<file path="config.mk">
export PLATFORM = sky130hd
export DESIGN_NAME = ps2_host_tx
export DESIGN_NICKNAME = d
export VERILOG_FILES = /design/src/rtl/ps2_host_tx.sv
export SDC_FILE = /design/constraint.sdc
export NUM_CORES = 1
export LEC_CHECK = 0
export ABC_CLOCK_PERIOD_IN_PS = 6250
export CORE_ASPECT_RATIO = 0.5
export CORE_MARGIN = 2
export CORE_UTILIZATION = 40
export DETAILED_ROUTE_END_ITERATION = 7
export DONT_BUFFER_PORTS = 1
export PLACE_DENSITY = 0.53
export SETUP_SLACK_MARGIN = 0.05
export SYNTH_ARGS = -nofsm -noshare
export SYNTH_HDL_FRONTEND = slang
export SYNTH_SLANG_ARGS = --single-unit
</file>
<file path="constraint.sdc">
create_clock -name clock -period 6.25 [get_ports clock]
set_input_delay 0.625 -clock clock [delete_from_list [all_inputs] [get_ports clock]]
set_output_delay 0.625 -clock clock [all_outputs]
set_load 0.01 [all_outputs]
</file>
<file path="src/rtl/ps2_host_tx.sv">
// Host-to-device PS/2 transmitter: clock inhibit, request-to-send, 11-bit frame shift-out
// on device clock falls, then ACK sampling and bus-idle wait. Outputs are open-drain enables.
module ps2_host_tx #(
    parameter int unsigned CLK_HZ         = 50_000_000,
    parameter int unsigned INHIBIT_US     = 100,
    parameter int unsigned TIMEOUT_CYCLES = 750_000
) (
    input  logic       clock,
    input  logic       reset,
    input  logic [7:0] tx_data,
    input  logic       tx_start,
    input  logic       ps2_clock_in,
    input  logic       ps2_data_in,
    output logic       ps2_clock_oe,
    output logic       ps2_data_oe,
    output logic       busy,
    output logic       done,
    output logic       error
);

    localparam int unsigned INHIBIT_CYCLES = CLK_HZ / 1_000_000 * INHIBIT_US;
    localparam int unsigned CntMax = (INHIBIT_CYCLES > TIMEOUT_CYCLES) ? INHIBIT_CYCLES
                                                                       : TIMEOUT_CYCLES;
    localparam int unsigned CntW = $clog2(CntMax + 1);

    localparam logic [CntW-1:0] InhibitLast = CntW'(INHIBIT_CYCLES - 1);
    localparam logic [CntW-1:0] DataLead    = CntW'(INHIBIT_CYCLES - 2);
    localparam logic [CntW-1:0] TimeoutLast = CntW'(TIMEOUT_CYCLES - 1);
    localparam logic [CntW-1:0] CntOne      = CntW'(1);

    typedef enum logic [1:0] {
        StIdle,
        StInhibit,
        StRelease,
        StWaitIdle
    } state_e;

    state_e            state_q, state_d;
    logic [CntW-1:0]   cnt_q, cnt_d;
    logic [3:0]        bit_q, bit_d;
    logic [7:0]        shift_q, shift_d;
    logic              parity_q, parity_d;
    logic              nack_q, nack_d;
    logic              clk_oe_q, clk_oe_d;
    logic              data_oe_q, data_oe_d;
    logic              busy_q, busy_d;
    logic              done_q, done_d;
    logic              error_q, error_d;
    logic [2:0]        clk_sync_q, clk_sync_d;
    logic [1:0]        data_sync_q, data_sync_d;

    logic clk_s;
    logic data_s;
    logic fall;

    // Stage [1] is the synchronized level; stage [2] is its previous value for edge detection.
    assign clk_s  = clk_sync_q[1];
    assign data_s = data_sync_q[1];
    assign fall   = clk_sync_q[2] & ~clk_sync_q[1];

    always_comb begin
        clk_sync_d  = {clk_sync_q[1:0], ps2_clock_in};
        data_sync_d = {data_sync_q[0], ps2_data_in};

        state_d   = state_q;
        cnt_d     = cnt_q;
        bit_d     = bit_q;
        shift_d   = shift_q;
        parity_d  = parity_q;
        nack_d    = nack_q;
        clk_oe_d  = clk_oe_q;
        data_oe_d = data_oe_q;
        busy_d    = busy_q;
        done_d    = 1'b0;
        error_d   = 1'b0;

        unique case (state_q)
            StIdle: begin
                clk_oe_d  = 1'b0;
                data_oe_d = 1'b0;
                busy_d    = 1'b0;
                if (tx_start) begin
                    shift_d  = tx_data;
                    parity_d = ~^tx_data;
                    nack_d   = 1'b0;
                    cnt_d    = '0;
                    bit_d    = '0;
                    clk_oe_d = 1'b1;
                    busy_d   = 1'b1;
                    state_d  = StInhibit;
                end
            end

            StInhibit: begin
                cnt_d = cnt_q + CntOne;
                // Start bit goes out during the last inhibit cycle.
                if (cnt_q == DataLead) begin
                    data_oe_d = 1'b1;
                end
                if (cnt_q == InhibitLast) begin
                    clk_oe_d  = 1'b0;
                    data_oe_d = 1'b1;
                    cnt_d     = '0;
                    state_d   = StRelease;
                end
            end

            StRelease: begin
                if (fall) begin
                    cnt_d = '0;
                    bit_d = bit_q + 4'd1;
                    if (bit_q < 4'd8) begin
                        data_oe_d = ~shift_q[0];
                        shift_d   = {1'b0, shift_q[7:1]};
                    end else if (bit_q == 4'd8) begin
                        data_oe_d = ~parity_q;
                    end else if (bit_q == 4'd9) begin
                        data_oe_d = 1'b0;
                    end else begin
                        nack_d  = data_s;
                        state_d = StWaitIdle;
                    end
                end else if (cnt_q == TimeoutLast) begin
                    clk_oe_d  = 1'b0;
                    data_oe_d = 1'b0;
                    busy_d    = 1'b0;
                    done_d    = 1'b1;
                    error_d   = 1'b1;
                    state_d   = StIdle;
                end else begin
                    cnt_d = cnt_q + CntOne;
                end
            end

            StWaitIdle: begin
                if (clk_s && data_s) begin
                    clk_oe_d  = 1'b0;
                    data_oe_d = 1'b0;
                    busy_d    = 1'b0;
                    done_d    = 1'b1;
                    error_d   = nack_q;
                    state_d   = StIdle;
                end else if (cnt_q == TimeoutLast) begin
                    clk_oe_d  = 1'b0;
                    data_oe_d = 1'b0;
                    busy_d    = 1'b0;
                    done_d    = 1'b1;
                    error_d   = 1'b1;
                    state_d   = StIdle;
                end else begin
                    cnt_d = cnt_q + CntOne;
                end
            end

            default: begin
                state_d = StIdle;
            end
        endcase
    end

    always_ff @(posedge clock or negedge reset) begin
        if (!reset) begin
            state_q     <= StIdle;
            cnt_q       <= '0;
            bit_q       <= '0;
            shift_q     <= '0;
            parity_q    <= 1'b0;
            nack_q      <= 1'b0;
            clk_oe_q    <= 1'b0;
            data_oe_q   <= 1'b0;
            busy_q      <= 1'b0;
            done_q      <= 1'b0;
            error_q     <= 1'b0;
            // Idle bus level, so leaving reset never looks like a clock fall.
            clk_sync_q  <= '1;
            data_sync_q <= '1;
        end else begin
            state_q     <= state_d;
            cnt_q       <= cnt_d;
            bit_q       <= bit_d;
            shift_q     <= shift_d;
            parity_q    <= parity_d;
            nack_q      <= nack_d;
            clk_oe_q    <= clk_oe_d;
            data_oe_q   <= data_oe_d;
            busy_q      <= busy_d;
            done_q      <= done_d;
            error_q     <= error_d;
            clk_sync_q  <= clk_sync_d;
            data_sync_q <= data_sync_d;
        end
    end

    assign ps2_clock_oe = clk_oe_q;
    assign ps2_data_oe  = data_oe_q;
    assign busy         = busy_q;
    assign done         = done_q;
    assign error        = error_q;

endmodule

</file>
==> impl_metrics.py, run 1 <==
metrics = {
    "power": {
        "leakagePower_nw": 1.154,
        "netSwitchingFraction": 0.3464,
        "irDropWorstVdd_mv": 0.1269,
        "seq_power_share": 0.414,
        "p_sw_uw": 339.6,
        "combPwrFrac": 0.280,
        "intPower_uw": 640.8,
        "total_power_uw": 980.4,
        "p_clk_frac": 0.306,
        "cellPowerDensity_mw_per_mm2": 336.7,
    },
    "setup_path": {
        "cp_slowest_cell": "nor2b_1",
        "end_kind": "flop",
        "worstPathMaxFanout": 15,
        "cpPeakStageDelay_ns": 0.73,
        "worst_ep_arrival_time_ns": 2.69,
        "critPathTopFamily": "simple AND/OR/NAND/NOR gates",
        "path_cells": "nor2b_1, nand2b_1, o21ai_1, o21ai_0",
        "start_kind": "flop",
        "crit_buf_inv": 0,
        "cp_data_required_time_ns": 6.38,
        "crit_type": "flop to flop",
    },
    "sta": {
        "rsz0062_at_grt": "false",
        "fmax_mhz": 389.5,
        "finalHoldViolations": 0,
        "whs_ns": 0.02746,
        "tightest_slew_ns": 0.9838,
        "slew_violations": 0,
        "period_minus_slack_ns": 2.568,
        "worst_slack_ns": 3.682,
        "setup_tns_ns": 0,
        "relSlewSlack": 0.3417,
        "setup_violations": 0,
        "timing.final.crit_share": 0.4108,
        "fin_skew_ns": 0.006686,
    },
    "synth": {
        "yosysSeqAreaShare": 0.4292,
        "synthAdderAreaFrac": 0.02320,
        "synth_edf_count": 0,
        "yosys.area_share.simple": 0.2329,
        "synth_cell_types": 59,
        "synth_top_family_by_area": "simple AND/OR/NAND/NOR gates",
        "synthMuxAreaShare": 0.03759,
        "syn-num-nets": 306,
        "synth.largest_area_cell": "dfrtp_1",
        "synth_flop_cell": "dfrtp_1",
        "synthTopCellsByArea": "dfrtp_1, dfstp_2, nand2_1",
        "synth_cells": 288,
        "synth_compound_area_frac": 0.2074,
        "synth_top_cell_area_share": 0.3805,
        "synth_seq_cells": 46,
        "yosys_warnings": 0,
        "avgSynthCellArea_um2": 9.362,
        "synth-xor-area-share": 0.03248,
        "syn_area_mm2": 0.002696,
        "synthArstFlopShare": 1.000,
    },
    "placement": {
        "hpwlAfterDp_mm": 4.495,
        "io_buffers": 0,
        "gp_congestion": 0.8559,
        "dp_slack_ns": 3.670,
        "post_dp_cell_area_mm2": 0.002745,
    },
    "floorplanning": {
        "die-width_um": 120.1,
        "floorplan.die_area_mm2": 0.007453,
        "fp-row-count": 21,
        "core_mm2": 0.006595,
        "die_h_um": 62.06,
        "initial_utilization": 0.4088,
        "ios": 18,
    },
    "clock_tree": {
        "clock_sinks": 46,
        "cts_max_path_buffers": 2,
        "cts_root_buffer": "clkbuf_16",
        "numCtsBuffers": 5,
        "cts_resized": 0,
        "h-tree-depth": 2,
        "clk_pin_slew_worst_paths_ns": 0.06,
        "cts_tree": "built",
        "postCtsSetupRepairBufs": 0,
        "clock_latency_ns": 0.29,
        "hold_buffers": 0,
    },
    "route": {
        "wl_mm": 6.282,
        "drt_iter0_drc": 123,
        "remaining_drc_errors": 0,
        "post_drt_wl_per_cell_um": 16.71,
        "via_per_inst": 5.691,
        "num_vias": 2140,
        "first_pass_iters": 4,
        "detail-route-antenna-nets": 0,
    },
    "layout": {
        "drive_gt1_frac": 0.09155,
        "num_antenna_cells": 0,
        "fillers": 646,
        "syn_to_final_growth_pct": 7.981,
        "fin_area_mm2": 0.002912,
        "final_nets": 301,
        "mostFrequentLayoutCells": "dfrtp_1, nand2_1, nor2_1, o21ai_0, a21oi_1",
        "layout_commonest_cell": "dfrtp_1",
    },
    "global_routing": {
        "grt.total_usage": 0.1824,
        "grt_max_degree": 47,
        "grt_first_pass_wirelength_mm": 10.42,
        "grt_pass1_vias": 1985,
        "grt_overflow": 0,
        "antenna_found_initial": 0,
    },
    "run": {
        "cap_violations": 0,
    },
    "status": {
        "status": "finished, final reports clean",
    },
    "hold_path": {
        "min_path_type": "primary input to async pin",
    },
}
-- sequential cells by signal, indices dropped and copies added, names as in the netlist --
register	flops
busy	1
bit_q	4
parity_q	1
shift_q	8
cnt_q	20
clk_sync_q	3
ps2_clock_oe	1
ps2_data_oe	1
data_sync_q	2
nack_q	1
done	1
state_q	2
error	1
-- worst paths after layout --
kind                       cells past startpoint  slack [ns]              to           start
max                                            4        3.68      shift_q[7]      state_q[1]
max in group asynchronous                      0        6.02  data_sync_q[0]           reset
min in group clock                             0        0.33  data_sync_q[0]     ps2_data_in
min reg2reg                                    0        0.36  data_sync_q[1]  data_sync_q[0]
max reg2reg                                    4        3.68      shift_q[7]      state_q[1]
min                                            0        0.03        cnt_q[5]           reset
-- layout make-up --
type	count	area (um2)	area share
inverters	7	26.28	0.009025
well taps	92	115.1	0.03954
multi-input cells	222	1439	0.4942
repair buffers	1	7.507	0.002578
clock buffers	6	128.9	0.04426
flip-flops and latches	46	1157	0.3975
clock inverters	2	37.54	0.01289
-- layer usage --
metal	share of wire	vias up	track usage
met3	0.040	5	0.03558
met1	0.51	1042	0.2559
li1	-	1059	-
met2	0.44	34	0.2995
met5	0	-	0
met4	0.0088	0	0.04034
-- power by group through the flow --
| stage | combinational [mW] | clock, mW | sequential (mW) |
|---|---|---|---|
| 2_1_floorplan | 0.234 | 0 | 0.390 |
| 3_3_place_gp | 0.270 | 0 | 0.410 |
| 3_5_place_dp | 0.274 | 0 | 0.411 |
| 4_1_cts | 0.276 | 0.310 | 0.406 |
| 5_1_grt | 0.314 | 0.324 | 0.416 |
| 6_report | 0.275 | 0.300 | 0.406 |
-- kinds of logic (layout without fill, tap and decap cells) --
kind of cell / Yosys count / after routing
compound gates: 83 / 83
simple gates: 114 / 114
buf+inv: 20 / 16
flops: 46 / 46
xor+xnor: 10 / 10
fa+ha+maj: 5 / 5
mux: 10 / 10
-- per-stage QoR --
stage | std cells | util
2_1_floorplan | 288 | -
3_3_place_gp | 368 | 0.4162
3_5_place_dp | 368 | 0.4162
4_1_cts | 376 | 0.4415
5_1_grt | 376 | 0.4415
6_report | 376 | 0.4415
-- synth_stat cells (2+ instances only) --
cell type and count:
a21oi_1 16, a221o_1 2, a22oi_1 2, a2bb2oi_1 3, a31oi_1 4, a32o_1 2, and2_1 5, and2_4 2
and3_1 5, and4_1 5, and4b_1 2, buf_2 7, buf_6 2, clkbuf_1 3, dfrtp_1 41, dfstp_2 5
ha_1 5, inv_1 7, mux2i_1 9, nand2_1 28, nand2b_1 2, nand3_1 14, nand4_1 11, nor2_1 28
o211ai_1 2, o21a_1 3, o21ai_0 19, o21ai_1 7, o22ai_1 4, o2bb2ai_1 4, o31ai_1 2, or3_1 2
xnor2_1 6, xor2_1 4
(Power assumes the default switching activity.)
==> run 2: changes to the inputs <==
--- a/config.mk
+++ b/config.mk
@@ -5,7 +5,8 @@
 export SDC_FILE = /design/constraint.sdc
 export NUM_CORES = 1
 export LEC_CHECK = 0
-export ABC_CLOCK_PERIOD_IN_PS = 6250
+export ABC_AREA = 1
+export ABC_CLOCK_PERIOD_IN_PS = 2670
 export CORE_ASPECT_RATIO = 0.5
 export CORE_MARGIN = 2
 export CORE_UTILIZATION = 40
==> constraint.sdc (replaced) <==
create_clock -name clock -period 2.67 [get_ports clock]
set_input_delay 0.267 -clock clock [delete_from_list [all_inputs] [get_ports clock]]
set_output_delay 0.267 -clock clock [all_outputs]
set_load 0.01 [all_outputs]
==> run 2 against run 1 <==
Die area is 18% higher. Setup slack worse by 3.1 ns. Sequential power rose by 150%. Final cell count increased by 53%. Hold slack improved by 0.067 ns. Highest routed layer unchanged. Largest cell class unchanged. Largest power group unchanged.
==> impl_metrics.py, run 2 <==
metrics = {
    "route": {
        "via_per_inst": 5.278,
        "remaining_drc_errors": 0,
        "wl_mm": 8.768,
        "drt_iter0_drc": 286,
        "post_drt_wl_per_cell_um": 15.25,
        "detail-route-antenna-nets": 0,
        "first_pass_iters": 5,
        "num_vias": 3035,
    },
    "hold_path": {
        "min_from": "tx_data[7]",
        "min_path_type": "primary input to flop",
    },
    "floorplanning": {
        "die-width_um": 130.5,
        "floorplan.die_area_mm2": 0.008776,
        "ios": 18,
        "fp-row-count": 22,
        "initial_utilization": 0.4244,
        "core_mm2": 0.007542,
        "die_h_um": 67.25,
    },
    "layout": {
        "instances_no_fill": 575,
        "final_nets": 484,
        "drive_gt1_frac": 0.07495,
        "top_regs": "cnt_q (20), shift_q (8), bit_q (4)",
        "mostFrequentLayoutCells": "nand2_1, inv_1, nand3_1, nor2_1, dfrtp_1",
        "fillers": 785,
        "regMostFlops": "cnt_q",
        "largest_reg_flops": 20,
        "layout_commonest_cell": "nand2_1",
        "syn_to_final_growth_pct": 8.483,
        "num_antenna_cells": 0,
    },
    "sta": {
        "tightest_slew_ns": 0.6528,
        "fmax_mhz": 478.6,
        "slew_violations": 0,
        "setup_violations": 0,
        "finalHoldViolations": 0,
        "period_minus_slack_ns": 2.089,
        "timing.final.crit_share": 0.7826,
        "fin_skew_ns": 0.006424,
        "whs_ns": 0.09483,
        "setup_tns_ns": 0,
        "relSlewSlack": 0.5643,
        "rsz0062_at_grt": "false",
    },
    "clock_tree": {
        "clock_latency_ns": 0.30,
        "cts_root_buffer": "clkbuf_16",
        "cts_tree": "built",
        "h-tree-depth": 2,
        "cts_resized": 0,
        "cts_max_path_buffers": 2,
        "numCtsBuffers": 5,
        "clk_pin_slew_worst_paths_ns": 0.07,
        "clock_sinks": 46,
    },
    "placement": {
        "gp_congestion": 0.9340,
        "io_buffers": 0,
        "hpwlAfterDp_mm": 6.408,
        "dp_cells": 563,
    },
    "setup_path": {
        "worstPathMaxFanout": 26,
        "startpoint": "state_q[1]",
        "worst_ep_arrival_time_ns": 2.31,
        "start_kind": "flop",
        "end_kind": "flop",
        "r2r-start": "state_q[1]",
        "crit_type": "flop to flop",
        "cp_data_required_time_ns": 2.89,
    },
    "power": {
        "irDropWorstVdd_mv": 0.3324,
        "leakagePower_nw": 1.693,
        "cellPowerDensity_mw_per_mm2": 732.4,
    },
    "synth": {
        "yosys_warnings": 0,
        "yosysMostFrequentCell": "nand2_1",
        "synth.largest_area_cell": "dfrtp_1",
        "synth_cells": 468,
        "synth_flop_cell": "dfrtp_1",
        "avgSynthCellArea_um2": 6.839,
        "syn-num-nets": 486,
        "synth_top_cell_area_share": 0.3206,
        "yosysSeqAreaShare": 0.3616,
        "synthTopCellsByCount": "nand2_1, inv_1, nand3_1",
        "synthArstFlopShare": 1.000,
        "synth_seq_cells": 46,
        "syn_area_mm2": 0.003201,
        "synthTopCellsByArea": "dfrtp_1, nand2_1, nand3_1",
        "synth_cell_types": 34,
        "synth_edf_count": 0,
    },
    "global_routing": {
        "grt_max_degree": 47,
        "antenna_found_initial": 0,
        "grt.total_usage": 0.2201,
        "grt_pass1_vias": 2842,
        "grt_overflow": 0,
        "grt_first_pass_wirelength_mm": 14.63,
    },
    "status": {
        "status": "finished, final reports clean",
    },
    "run": {
        "cap_violations": 0,
    },
}
-- run 2: cell types whose count changed after synthesis, sizes merged, moves of 9 or more --
cell    delta
o211ai     +9
nand4     +10
mux2i      -9
nand2    +116
nand3     +41
inv       +53
a21oi      -9
nor2      +23
-- run 2: cell type report --
cell class / instances / area, um2 / area share
Sequential cell: 46 / 1157 / 0.3333
Multi-Input combinational cell: 347 / 1727 / 0.4973
Inverter: 60 / 230.2 / 0.06631
Clock buffer: 5 / 125.1 / 0.03604
Tap cell: 108 / 135.1 / 0.03892
Timing Repair Buffer: 6 / 72.57 / 0.02090
Clock inverter: 3 / 25.02 / 0.007207
-- run 2: kinds of logic after synthesis --
| kind of cell | after synthesis | share of synthesized area |
|---|---|---|
| fa+ha+maj | 5 | 0.01955 |
| simple gates | 284 | 0.3968 |
| xor+xnor | 13 | 0.03557 |
| buf+inv | 75 | 0.09890 |
| flops | 46 | 0.3616 |
| compound gates | 45 | 0.08757 |
-- run 2: path summary, 6_finish.rpt --
| path | to | slack, ns | depth (start not counted) |
|---|---|---|---|
| setup / recovery | shift_q[2] | 0.58 | 8 |
| hold / removal | shift_q[7] | 0.09 | 2 |
| setup reg to reg | shift_q[2] | 0.58 | 8 |
| hold reg to reg | data_sync_q[1] | 0.36 | 0 |
| max in group asynchronous | clk_sync_q[2] | 1.90 | 2 |
| min in group asynchronous | cnt_q[17] | 0.47 | 2 |
-- run 2: report_power, final --
part           switching (mW)  internal, mW
clock                   0.303         0.353
combinational           0.616         0.272
sequential              0.153         0.847
total                    1.07          1.47
-- run 2: worst max-delay path: stages, from the launching register on --
cell and delay (ns):
dfrtp_1 0.59, inv_4 0.10, nor2_8 0.33, inv_2 0.13, nor2_8 0.19, inv_4 0.07
o21ai_4 0.33, o211ai_1 0.15, o21ai_0 0.09
-- run 2: routing by layer --
layer | routed length [um] | track usage | vias up
met2 | 3591 | 0.3288 | 85
met4 | 51 | 0.03856 | 0
met5 | 0 | 0 | -
li1 | - | - | 1509
met3 | 696 | 0.06022 | 7
met1 | 4428 | 0.3221 | 1434
-- run 2: what timing repair did --
| item | CTS | global route |
|---|---|---|
| endpoints found under the hold margin | 48 | 0 |
| endpoints found under the setup margin | 0 | 0 |
| setup buffers | 0 | 0 |
| hold buffers | 4 | 0 |
-- run 2: per-stage QoR --
stage / cell area [um2] / worst slack, ns / power, mW / utilization
global route: 3472 / 0.3082 / 2.755 / 0.4604
floorplan: 3201 / 1.110 / 1.680 / -
detailed placement: 3264 / 0.5662 / 1.876 / 0.4328
global placement: 3264 / 0.5775 / 1.869 / 0.4328
CTS: 3472 / 0.5451 / 2.561 / 0.4604
finish: 3472 / 0.5805 / 2.543 / 0.4604
==> run 3: changes to the inputs <==
--- a/config.mk
+++ b/config.mk
@@ -6,13 +6,13 @@
 export NUM_CORES = 1
 export LEC_CHECK = 0
 export ABC_AREA = 1
-export ABC_CLOCK_PERIOD_IN_PS = 2670
+export ABC_CLOCK_PERIOD_IN_PS = 1900
 export CORE_ASPECT_RATIO = 0.5
 export CORE_MARGIN = 2
 export CORE_UTILIZATION = 40
 export DETAILED_ROUTE_END_ITERATION = 7
 export DONT_BUFFER_PORTS = 1
-export PLACE_DENSITY = 0.53
+export PLACE_DENSITY = 0.55
 export SETUP_SLACK_MARGIN = 0.05
 export SYNTH_ARGS = -nofsm -noshare
 export SYNTH_HDL_FRONTEND = slang
==> constraint.sdc (replaced) <==
create_clock -name clock -period 1.9 [get_ports clock]
set_input_delay 0.19 -clock clock [delete_from_list [all_inputs] [get_ports clock]]
set_output_delay 0.19 -clock clock [all_outputs]
set_load 0.01 [all_outputs]
==> run 3 against run 2 <==
Via count decreased by 1.1%. Register-to-register slack got worse by 0.43 ns. Final area increased by 4.2%. Combinational power up 62%. Largest cell class unchanged. Critical path depth increased by 1. Largest power group is now combinational cells. Sequential power rose by 38%.
==> impl_metrics.py, run 3 (synthesis gave the netlist of run 2 again) <==
metrics = {
    "status": {
        "status": "finished, final reports clean",
    },
    "sta": {
        "slew_violations": 0,
        "whs_ns": 0.02579,
        "rsz0062_at_grt": "true",
        "fmax_mhz": 571.3,
        "period_minus_slack_ns": 1.750,
        "setup_violations": 0,
        "relSlewSlack": 0.6933,
        "tightest_slew_ns": 0.4565,
        "finalHoldViolations": 0,
        "fin_skew_ns": 0.01244,
        "setup_tns_ns": 0,
        "timing.final.crit_share": 0.9213,
    },
    "placement": {
        "dp_cells": 577,
        "hpwlAfterDp_mm": 6.322,
        "gp_congestion": 0.9291,
        "io_buffers": 0,
        "post_dp_cell_area_mm2": 0.003369,
    },
    "route": {
        "remaining_drc_errors": 0,
        "first_pass_iters": 5,
        "num_vias": 3003,
        "post_drt_wl_per_cell_um": 14.25,
        "wl_mm": 8.408,
        "via_per_inst": 5.090,
        "drt_iter0_drc": 206,
        "detail-route-antenna-nets": 0,
    },
    "clock_tree": {
        "clock_sinks": 46,
        "cts_max_path_buffers": 2,
        "h-tree-depth": 2,
        "clk_pin_slew_worst_paths_ns": 0.08,
        "cts_tree": "built",
        "numCtsBuffers": 5,
        "cts_root_buffer": "clkbuf_16",
        "clock_latency_ns": 0.30,
    },
    "setup_path": {
        "crit_type": "flop to flop",
        "end_kind": "flop",
        "start_kind": "flop",
        "worstPathMaxFanout": 7,
        "worst_ep_arrival_time_ns": 1.93,
        "cp_data_required_time_ns": 2.08,
    },
    "layout": {
        "final_nets": 499,
        "layout_commonest_cell": "nand2_1",
        "utilization": 0.4798,
        "drive_gt1_frac": 0.1203,
        "instances_no_fill": 590,
        "largest_reg_flops": 20,
        "syn_to_final_growth_pct": 13.06,
        "fillers": 793,
        "num_antenna_cells": 0,
        "top_regs": "cnt_q (20), shift_q (8), bit_q (4)",
        "regMostFlops": "cnt_q",
        "mostFrequentLayoutCells": "nand2_1, inv_1, nand3_1, nor2_1, dfrtp_1",
        "fin_area_mm2": 0.003618,
    },
    "floorplanning": {
        "floorplan.die_area_mm2": 0.008776,
        "fp-row-count": 22,
        "die_h_um": 67.25,
        "initial_utilization": 0.4244,
        "core_mm2": 0.007542,
        "die-width_um": 130.5,
        "ios": 18,
    },
    "power": {
        "irDropWorstVdd_mv": 0.5602,
        "cellPowerDensity_mw_per_mm2": 1035,
        "leakagePower_nw": 1.766,
    },
    "global_routing": {
        "antenna_found_initial": 0,
        "grt.total_usage": 0.2156,
        "grt_first_pass_wirelength_mm": 14.40,
        "grt_overflow": 0,
        "grt_max_degree": 47,
        "grt_pass1_vias": 2792,
    },
    "hold_path": {
        "min_path_type": "primary input to flop",
    },
    "run": {
        "cap_violations": 0,
    },
}
run 3: stage by stage:
step	power (mW)	setup slack, ns
floorplan	2.361	0.3397
global placement	2.756	0.1198
detailed placement	2.751	0.05306
CTS	3.730	0.09339
global route	4.021	0.02929
finish	3.745	0.1496
run 3: final timing paths:
kind | start | endpoint | slack, ns | cells past startpoint
setup / recovery | cnt_q[8] | cnt_q[1] | 0.15 | 9
hold / removal | tx_data[7] | shift_q[7] | 0.03 | 2
setup reg to reg | cnt_q[8] | cnt_q[1] | 0.15 | 9
hold reg to reg | data_sync_q[0] | data_sync_q[1] | 0.36 | 0
max in group asynchronous | reset | clk_sync_q[0] | 1.23 | 2
min in group asynchronous | reset | cnt_q[0] | 0.39 | 2
run 3: final cells by class:
class	instances	area, um2	area share
clock buffer	5	125.1	0.03458
sequential	46	1159	0.3202
multi-input combinational	347	1747	0.4827
clock inverter	3	25.02	0.006916
timing repair buffer	21	197.7	0.05463
inverter	60	230.2	0.06362
tap	108	135.1	0.03734
run 3: per-layer routing:
layer	global-route usage	vias up	part of all wire
li1	-	1538	-
met2	0.3216	74	0.42
met3	0.04437	4	0.051
met5	0	-	0
met1	0.3225	1387	0.52
met4	0.04521	0	0.0057
run 3: critical path, cell delays in order (launching register included):
cell     delay [ns]
dfrtp_1        0.46
nand2_1        0.18
inv_2          0.09
nand2_1        0.06
nor2_2         0.19
nand3_2        0.12
nand2_2        0.16
nand2_1        0.13
nand3_1        0.14
o21ai_0        0.09
run 3: where the power goes:
group / switching [mW] / total (mW) / internal (mW)
clock network: 0.429 / 0.925 / 0.496
registers: 0.189 / 1.38 / 1.19
logic: 0.934 / 1.44 / 0.504
total: 1.55 / 3.74 / 2.19
run 3: timing repair:
item | in CTS | in global routing
buffers inserted | 0 | 1
hold buffers | 4 | 0
endpoints found under the hold margin | 48 | 0
gates resized for setup | 1 | 7
pin swaps | 0 | 1
setup endpoints to repair | 1 | 21
